File: config.mk
export PLATFORM = sky130hd
export DESIGN_NAME = ov7670_frame_sched
export DESIGN_NICKNAME = d
export VERILOG_FILES = /design/src/rtl/ov7670_frame_sched.sv
export SDC_FILE = /design/constraint.sdc
export NUM_CORES = 1
export LEC_CHECK = 0
export CELL_PAD_IN_SITES_DETAIL_PLACEMENT = 1
export CELL_PAD_IN_SITES_GLOBAL_PLACEMENT = 1
export CORE_MARGIN = 8
export CORE_UTILIZATION = 40
export CTS_CLUSTER_DIAMETER = 80
export DETAILED_ROUTE_END_ITERATION = 10
export GPL_TIMING_DRIVEN = 0
export PLACE_DENSITY_LB_ADDON = 0.25
export SLEW_MARGIN = 25
export SYNTH_ARGS = -nofsm -noshare
export SYNTH_HDL_FRONTEND = slang
export SYNTH_SLANG_ARGS = --single-unit
export TNS_END_PERCENT = 30
File: constraint.sdc
create_clock -name SYS_CLK -period 2.15 [get_ports SYS_CLK]
set_input_delay 0.43 -clock SYS_CLK [delete_from_list [all_inputs] [get_ports SYS_CLK]]
set_output_delay 0.43 -clock SYS_CLK [all_outputs]
set_load 0.02 [all_outputs]
File: src/rtl/ov7670_frame_sched.sv
// Triple-buffer frame scheduler and burst arbiter for the OV7670 capture path.
// One memory burst port is shared between the camera writer and the display reader.
//
// state    | meaning
// IDLE     | waiting for sensor init to complete
// ARB      | choosing the next burst (holds while memory is busy)
// WR_BURST | write burst in flight, waiting for MEM_DONE
// RD_BURST | read burst in flight, waiting for MEM_DONE
module ov7670_frame_sched #(
    parameter int BURST_LEN    = 256,
    parameter int FRAME_BURSTS = 1200,
    parameter int ADDR_W       = 22
) (
    input  logic              SYS_CLK,
    input  logic              RST_N,
    input  logic              INIT_DONE,
    input  logic              WR_VSYNC,
    input  logic              WR_REQ,
    input  logic              RD_VSYNC,
    input  logic              RD_REQ,
    input  logic              MEM_BUSY,
    input  logic              MEM_DONE,
    output logic              MEM_WR_START,
    output logic              MEM_RD_START,
    output logic [ADDR_W-1:0] MEM_ADDR,
    output logic              WR_GNT,
    output logic              RD_GNT,
    output logic [1:0]        WR_BANK,
    output logic [1:0]        RD_BANK,
    output logic              FRAME_VALID,
    output logic              WR_FRAME,
    output logic              RD_FRAME
);

    localparam int IDX_W = (FRAME_BURSTS > 1) ? $clog2(FRAME_BURSTS) : 1;
    localparam int BL_SH = $clog2(BURST_LEN);
    localparam int OFF_W = ADDR_W - 2;
    localparam logic [IDX_W-1:0] LAST_IDX = IDX_W'(FRAME_BURSTS - 1);

    localparam logic [1:0] S_IDLE = 2'd0;
    localparam logic [1:0] S_ARB  = 2'd1;
    localparam logic [1:0] S_WR   = 2'd2;
    localparam logic [1:0] S_RD   = 2'd3;

    logic [1:0]       state;
    logic [IDX_W-1:0] wr_idx;
    logic [IDX_W-1:0] rd_idx;
    logic [1:0]       last_done;
    logic             wr_active;
    logic             rd_active;
    logic             wr_vs_pend;
    logic             rd_vs_pend;
    logic             rr_last_wr;

    logic       init_ok;
    logic       wr_q;
    logic       rd_q;
    logic       arb_go;
    logic       gnt_wr;
    logic       gnt_rd;
    logic       wr_done;
    logic       rd_done;
    logic       wr_discard;
    logic       rd_discard;
    logic       wr_complete;
    logic       rd_complete;
    logic       wr_vs_now;
    logic       wr_vs_defer;
    logic       rd_vs_now;
    logic       rd_vs_defer;
    logic       valid_now;
    logic [1:0] last_done_n;
    logic [1:0] rd_bank_n;
    logic       rd_active_n;
    logic [1:0] excl_bank;
    logic [1:0] wr_bank_n;

    function automatic logic [ADDR_W-1:0] burst_addr(input logic [1:0] bank,
                                                     input logic [IDX_W-1:0] idx);
        logic [OFF_W-1:0] off;
        off = OFF_W'(idx) << BL_SH;
        return {bank, off};
    endfunction

    always_comb begin
        init_ok     = INIT_DONE | (state != S_IDLE);
        wr_q        = WR_REQ & wr_active;
        rd_q        = RD_REQ & rd_active;
        arb_go      = (state == S_ARB) & ~MEM_BUSY;
        gnt_rd      = arb_go & rd_q & (~wr_q | rr_last_wr);
        gnt_wr      = arb_go & wr_q & ~gnt_rd;
        wr_done     = (state == S_WR) & MEM_DONE;
        rd_done     = (state == S_RD) & MEM_DONE;
        // A vsync during (or granted with) a burst discards that burst at its MEM_DONE.
        wr_discard  = wr_done & (wr_vs_pend | WR_VSYNC);
        rd_discard  = rd_done & (rd_vs_pend | RD_VSYNC);
        wr_complete = wr_done & ~wr_discard & (wr_idx == LAST_IDX);
        rd_complete = rd_done & ~rd_discard & (rd_idx == LAST_IDX);
        wr_vs_now   = WR_VSYNC & init_ok & (state != S_WR) & ~gnt_wr;
        wr_vs_defer = WR_VSYNC & init_ok & (((state == S_WR) & ~MEM_DONE) | gnt_wr);
        valid_now   = FRAME_VALID | wr_complete;
        last_done_n = wr_complete ? WR_BANK : last_done;
        rd_vs_now   = RD_VSYNC & (state != S_RD) & ~gnt_rd & valid_now;
        rd_vs_defer = RD_VSYNC & rd_active & (((state == S_RD) & ~MEM_DONE) | gnt_rd);

        rd_bank_n   = RD_BANK;
        rd_active_n = rd_active;
        if (rd_vs_now) begin
            rd_bank_n   = last_done_n;
            rd_active_n = 1'b1;
        end
        if (rd_discard) begin
            rd_bank_n = last_done_n;
        end
        if (rd_complete) begin
            rd_active_n = 1'b0;
        end

        // Bank 3 never exists, so it stands for "no reader to avoid".
        excl_bank = rd_active_n ? rd_bank_n : 2'd3;
        wr_bank_n = WR_BANK;
        if (wr_complete) begin
            if ((WR_BANK != 2'd0) && (excl_bank != 2'd0)) begin
                wr_bank_n = 2'd0;
            end else if ((WR_BANK != 2'd1) && (excl_bank != 2'd1)) begin
                wr_bank_n = 2'd1;
            end else begin
                wr_bank_n = 2'd2;
            end
        end
    end

    always_ff @(posedge SYS_CLK) begin
        if (!RST_N) begin
            state        <= S_IDLE;
            wr_idx       <= '0;
            rd_idx       <= '0;
            last_done    <= 2'd0;
            wr_active    <= 1'b0;
            rd_active    <= 1'b0;
            wr_vs_pend   <= 1'b0;
            rd_vs_pend   <= 1'b0;
            rr_last_wr   <= 1'b1;
            MEM_WR_START <= 1'b0;
            MEM_RD_START <= 1'b0;
            MEM_ADDR     <= '0;
            WR_GNT       <= 1'b0;
            RD_GNT       <= 1'b0;
            WR_BANK      <= 2'd0;
            RD_BANK      <= 2'd0;
            FRAME_VALID  <= 1'b0;
            WR_FRAME     <= 1'b0;
            RD_FRAME     <= 1'b0;
        end else begin
            MEM_WR_START <= 1'b0;
            MEM_RD_START <= 1'b0;
            WR_FRAME     <= 1'b0;
            RD_FRAME     <= 1'b0;

            case (state)
                S_IDLE: begin
                    if (INIT_DONE) begin
                        state <= S_ARB;
                    end
                end
                S_ARB: begin
                    if (gnt_rd) begin
                        state        <= S_RD;
                        MEM_RD_START <= 1'b1;
                        RD_GNT       <= 1'b1;
                        MEM_ADDR     <= burst_addr(RD_BANK, rd_idx);
                        rr_last_wr   <= 1'b0;
                    end else if (gnt_wr) begin
                        state        <= S_WR;
                        MEM_WR_START <= 1'b1;
                        WR_GNT       <= 1'b1;
                        MEM_ADDR     <= burst_addr(WR_BANK, wr_idx);
                        rr_last_wr   <= 1'b1;
                    end
                end
                S_WR: begin
                    if (MEM_DONE) begin
                        state  <= S_ARB;
                        WR_GNT <= 1'b0;
                    end
                end
                default: begin
                    if (MEM_DONE) begin
                        state  <= S_ARB;
                        RD_GNT <= 1'b0;
                    end
                end
            endcase

            if (WR_VSYNC && init_ok) begin
                wr_active <= 1'b1;
            end
            if (wr_vs_now) begin
                wr_idx <= '0;
            end
            if (wr_vs_defer) begin
                wr_vs_pend <= 1'b1;
            end
            if (wr_done) begin
                wr_vs_pend <= 1'b0;
                if (wr_discard) begin
                    wr_idx <= '0;
                end else if (wr_complete) begin
                    wr_idx      <= '0;
                    WR_FRAME    <= 1'b1;
                    FRAME_VALID <= 1'b1;
                    last_done   <= WR_BANK;
                end else begin
                    wr_idx <= wr_idx + 1'b1;
                end
            end

            if (rd_vs_now) begin
                rd_idx <= '0;
            end
            if (rd_vs_defer) begin
                rd_vs_pend <= 1'b1;
            end
            if (rd_done) begin
                rd_vs_pend <= 1'b0;
                if (rd_discard) begin
                    rd_idx <= '0;
                end else if (rd_complete) begin
                    rd_idx   <= '0;
                    RD_FRAME <= 1'b1;
                end else begin
                    rd_idx <= rd_idx + 1'b1;
                end
            end

            WR_BANK   <= wr_bank_n;
            RD_BANK   <= rd_bank_n;
            rd_active <= rd_active_n;
        end
    end

endmodule

## Yosys cells after proc, flatten, opt, wreduce, memory -nomap -nowiden

Index checks and enable logic that the tools add are counted.

- Register bits: 64
- Bits of input ports: 9
- Output and inout bits: 33
- Word-level logic and storage cells: 141

- $add $sub $neg: 2
- Equal/unequal tests: 15
- Mux-type cells: 34
- Bitwise logic cells: 45
- Reductions and logical operators: 26

Operator list:

| cell | count |
|---|---|
| $mux W11 | 8 |
| $mux W22 | 2 |
| $and A1 B1 Y1 | 26 |
| $add A11 B1 Y11 const B | 2 |
| $eq A11 B11 Y1 const B | 2 |
| $mux W2 | 10 |
| $reduce_bool A2 Y1 | 8 |
| $ne A2 B2 Y1 const B | 7 |
| $not A1 Y1 | 12 |
| $mux W1 | 11 |
| $reduce_and A3 Y1 | 3 |
| $reduce_or A3 Y1 | 3 |
| $or A1 B1 Y1 | 7 |
| $reduce_and A2 Y1 | 3 |
| $reduce_or A2 Y1 | 3 |
| $eq A2 B2 Y1 const B | 2 |
| $ne A2 B1 Y1 const B | 2 |
| $pmux W1 S2 | 2 |
| $pmux W2 S2 | 1 |
| $reduce_and A4 Y1 | 1 |
| $logic_and A1 B1 Y1 | 3 |
| $ne A3 B3 Y1 const B | 1 |
| $reduce_bool A3 Y1 | 1 |
| $eq A2 B1 Y1 const B | 1 |
| $logic_not A2 Y1 | 1 |

## Depth between registers and ports, before layout

- Word-level depth: 15
- Depth in mapped cells: 10
- Mapped depth without buffers: 8

## Worst setup path before layout

OpenSTA, ideal clock, no wires.

- Path type: input to register
- From: input MEM_BUSY
- To: register rd_idx[10]
- Setup time: 115 ps
- Arrival time: 1800 ps
- Required time: 2035 ps
- Path slack: 235 ps
- Stages on the path: 8
- Path buffers: 1
- Cells stage by stage: nand2b_1 o311ai_4 a21oi_4 or2_1 buf_6 and4_1 xnor2_1 nor2_2

- Cells in the longest elaborated chain, start to end: 8

RTL lines:

| what | line | source |
|---|---|---|
| start, declared | 21 | `input logic MEM_BUSY,` |
| $not A1 Y1 | 89 | `arb_go = (state == S_ARB) & ~MEM_BUSY;` |
| $and A1 B1 Y1 | 89 |  |
| $and A1 B1 Y1 (2 in a row) | 90 | `gnt_rd = arb_go & rd_q & (~wr_q \| rr_last_wr);` |
| $not A1 Y1 | 103 | `rd_vs_now = RD_VSYNC & (state != S_RD) & ~gnt_rd & valid_now;` |
| $and A1 B1 Y1 (2 in a row) | 103 |  |
| $reduce_bool A2 Y1 (no line) | - |  |
| end signal, assigned | 232 | `rd_idx <= rd_idx + 1'b1;` |
| end, declared | 47 | `logic [IDX_W-1:0] rd_idx;` |

Every way passes these cells.
A chain may end at the register's enable or synchronous reset.

## Worst setup path after layout

- From: register wr_idx[1]
- To: register rd_idx[3]

- Cells in the longest elaborated chain, start to end: 5

RTL lines:

| what | line | source |
|---|---|---|
| start, declared | 46 | `logic [IDX_W-1:0] wr_idx;` |
| start signal, assigned | 214 | `wr_idx <= wr_idx + 1'b1;` |
| $eq A11 B11 Y1 | 97 | `wr_complete = wr_done & ~wr_discard & (wr_idx == LAST_IDX);` |
| $and A1 B1 Y1 | 97 |  |
| $or A1 B1 Y1 | 101 | `valid_now = FRAME_VALID \| wr_complete;` |
| $and A1 B1 Y1 | 103 |  |
| $reduce_bool A2 Y1 (no line) | - |  |

Every way passes these cells.

==> metrics.md <==
| Metric | Value |
|---|---|
| Outcome | complete, no violations |
| Share of the synthesized area in the top cell type | 42.2% |
| Peak VDD IR | 0.000253 V |
| Max Clk Rate | 0.478 GHz |
| First-pass DRT Iterations | 4 |
| Vias in the first global route | 2,384 |
| Leading area contributor after synthesis | dfxtp_1 |
| Antenna violations before repair | 0 |
| DPL Wire Length | 5240 µm |
| Synth warn | 0 |
| RSZ-0062 raised after global routing | yes |
| DR vias | 2,309 |
| Leakage | 1.28 nW |
| GR Util All Layers | 14.9% |
| Hold path depth | 2 |
| Vias per std cell | 5.36 |
| Root Buffer | clkbuf_8 |
| Inst Count DP | 410 |
| Largest cells by area after synthesis | dfxtp_1 (42%), nor2_1 (7.1%), mux2i_1 (6.1%), a211oi_1 (4.3%), nand2_1 (3.5%) |
| CP Class | reg -> reg |
| PD cells | 530 nW/µm² |
| Post-Syn Area per Cell | 8.86 µm² |
| Pins over their slew limit | 0 |
| # IOs | 42 |
| Final min period | 2090 ps |
| Final Hold Vio Count | 0 |
| Seq/Total Area, Yosys | 42.2% |
| Final Cycle Share | 97.4% |
| Final Setup Violations | 0 |
| Largest net degree at the start of global routing | 17 |
| Clock Path Buffers | 2 |
| Worst endpoint required time | 2360 ps |
| Clk pin slew, worst setup/hold paths | 100 ps |
| Critical path arrival | 2300 ps |
| Diodes inserted | 0 |
| Worst-margin pin slew | 704 ps |
| Starting Density | 41.3% |
| Clk_lat worst skew | 310 ps |
| Rows | 29 |
| Clock Sinks | 55 |
| Crit path launch type | flip-flop |
| Synth unique cells | 51 |
| Worst R2R End | rd_idx[3] |
| Die span in y | 96.7 µm |
| Port bufs | 31 |
| First-pass GRT wire length | 11,800 µm |
| Die area | 9350 µm² |
| Crit-path max FO | 6 |
| H-tree Lvls | 2 |
| Worst rel slew slack | 52.8% |
| Fillers | 770 |
| Drt total wl | 7310 µm |
| Register bit total from synthesis | 55 |
| Final ANT Viol Nets | 0 |
| GR Overflow Total | 0 |
| Critical R2R Launch | wr_idx[1] |
| Post-synth top flop | dfxtp_1 |
| CTS Buf Count | 5 |
| Wire length per cell | 17.0 µm |
| Share of cells above drive strength 1 | 15.5% |
| Gpl congestion | 0.757 |
| Nets | 364 |
| Number of synthesized flops with an enable pin | 0 |
| Total of max-cap violations | 0 |
| CTS tree | done |
| FF-to-FF path depth | 10 |
| DR iter-0 viols | 76 |
| Post-synth design cell area | 2610 µm² |
| Core area | 6310 µm² |
| Chip width | 96.7 µm |
| Clk_skew | 11.5 ps |
| CP endpoint kind | flip-flop |
| Reg-to-reg slack, setup | 60 ps |
| Fraction of registers with async set/reset | 0% |
| Synthesized instance count | 294 |
| # DRC | 0 |
| Fin Setup TNS | 0 ps |
| Hold WC Path Type | in -> reg |
| Hold endpoint | rr_last_wr |
| Hold Crit Start | RST_N |
| Non-filler instance count after layout | 431 |
| Area growth from synthesis to final layout | 25.9% |
per-layer routing:
layer,global-route usage [%],part of all wire (%),up-vias
met5,0,0,-
met4,3.91,0.53,0
met3,3.84,4.6,4
met2,24.6,47,51
met1,18.6,47,1126
li1,-,-,1128
worst max path at each step:
stage / startpoint / to / slack [ps] / cells past startpoint
3_5_place_dp: MEM_BUSY / wr_idx[9] / -600 / 8
5_1_grt: state[1] / WR_BANK[0] / -30 / 8
3_3_place_gp: MEM_BUSY / wr_idx[9] / -540 / 8
6_report: wr_idx[1] / rd_idx[3] / 60 / 10
4_1_cts: WR_REQ / rd_idx[5] / 4 / 10
2_1_floorplan: MEM_BUSY / rd_idx[10] / 230 / 8
cells in the mapped netlist (all sizes together), types with 2 or more instances:
cell type,n
nand4,7
and4,2
and3,5
xor2,10
buf,15
nand2b,2
dfxtp,55
and4bb,3
a211oi,15
and2,2
nand3b,3
clkbuf,6
ha,2
inv,7
xnor2,9
mux2i,16
nand3,7
and3b,2
nand2,24
o21ai,12
a31oi,2
nor2,50
nor3,8
or3,5
a21oi,10
what timing repair did:
| action | CTS | global route |
|---|---|---|
| gates cloned | 0 | 1 |
| pin swaps | 3 | 7 |
| resized for setup | 12 | 12 |
| setup endpoints to repair | 31 | 24 |
| setup buffers | 2 | 10 |
| hold buffers | 0 | 0 |
cells by family after synthesis:
logic type,Yosys count,synth area share [%]
buffers and inverters,28,6.00
muxes,17,6.58
DFF,55,42.2
adders and majority gates,2,0.960
and+or+nand+nor,123,24.2
xor gates and xnor gates,19,6.39
AOI/OAI and AO/OA,49,13.4
other,1,0.144
where the power goes:
group | switching (mW) | leakage (nW) | internal (mW)
registers | 0.00822 | 0.445 | 1.02
clock network | 0.349 | 0.0412 | 0.229
logic | 0.0767 | 0.794 | 0.0523
total | 0.433 | 1.28 | 1.31
critical path, stage by stage (launching register included):
cell and delay (ps):
dfxtp_4 400, ha_4 140, and4bb_2 290, nand4_4 180, a21oi_4 240, or2_1 140
buf_6 120, buf_4 110, nand4_1 120, xor2_1 220, nor2_2 40
final cells by class:
cell class | count | area (µm²) | share of cell area [%]
multi-input combinational | 219 | 1420 | 43.2
buffer | 21 | 135 | 4.12
timing repair buffer | 44 | 410 | 12.5
clock inverter | 2 | 12.5 | 0.381
sequential | 55 | 1110 | 33.8
inverter | 7 | 26.3 | 0.801
tap | 77 | 96.3 | 2.94
clock buffer | 6 | 72.6 | 2.21
layout by cell type, fill, tap and decap left out, types with 2 or more instances in the layout:
cell type / instances
a211oi_1: 15
a21oi_1: 9
a31oi_1: 2
and2_1: 2
and3_1: 5
and3b_2: 2
and4_1: 2
buf_2: 3
buf_4: 22
buf_6: 2
clkbuf_1: 6
clkbuf_8: 5
clkdlybuf4s50_1: 26
conb_1: 9
dfxtp_1: 53
dfxtp_4: 2
dlygate4sd2_1: 2
dlymetal6s2s_1: 3
inv_1: 6
mux2i_1: 16
nand2_1: 23
nand3_1: 7
nand3b_1: 3
nand4_1: 6
nor2_1: 48
nor2_2: 2
nor3_1: 6
o21ai_0: 8
o21ai_1: 3
or3_1: 5
xnor2_1: 9
xor2_1: 10
sequential cells by signal, indices dropped and copies added (netlist names), 2 cells and up:
register,cells
rd_idx,11
state,2
last_done,2
wr_idx,11
WR_BANK,2
MEM_ADDR,13
RD_BANK,2
metrics by stage:
stage          cell area, µm²  utilization (%)  hold WS, ps  total power, mW  worst slack (ps)
3_5_place_dp             3040             48.2          461             1.17              -600
6_report                 3280             52.0          481             1.74              56.7
5_1_grt                  3280             52.0          492             1.81             -29.3
2_1_floorplan            2640                -          451             1.13               235
3_3_place_gp             3040             48.2          445             1.17              -545
4_1_cts                  3160             50.1          479             1.74              3.75
No activity file was read; power rests on OpenSTA's default activity.
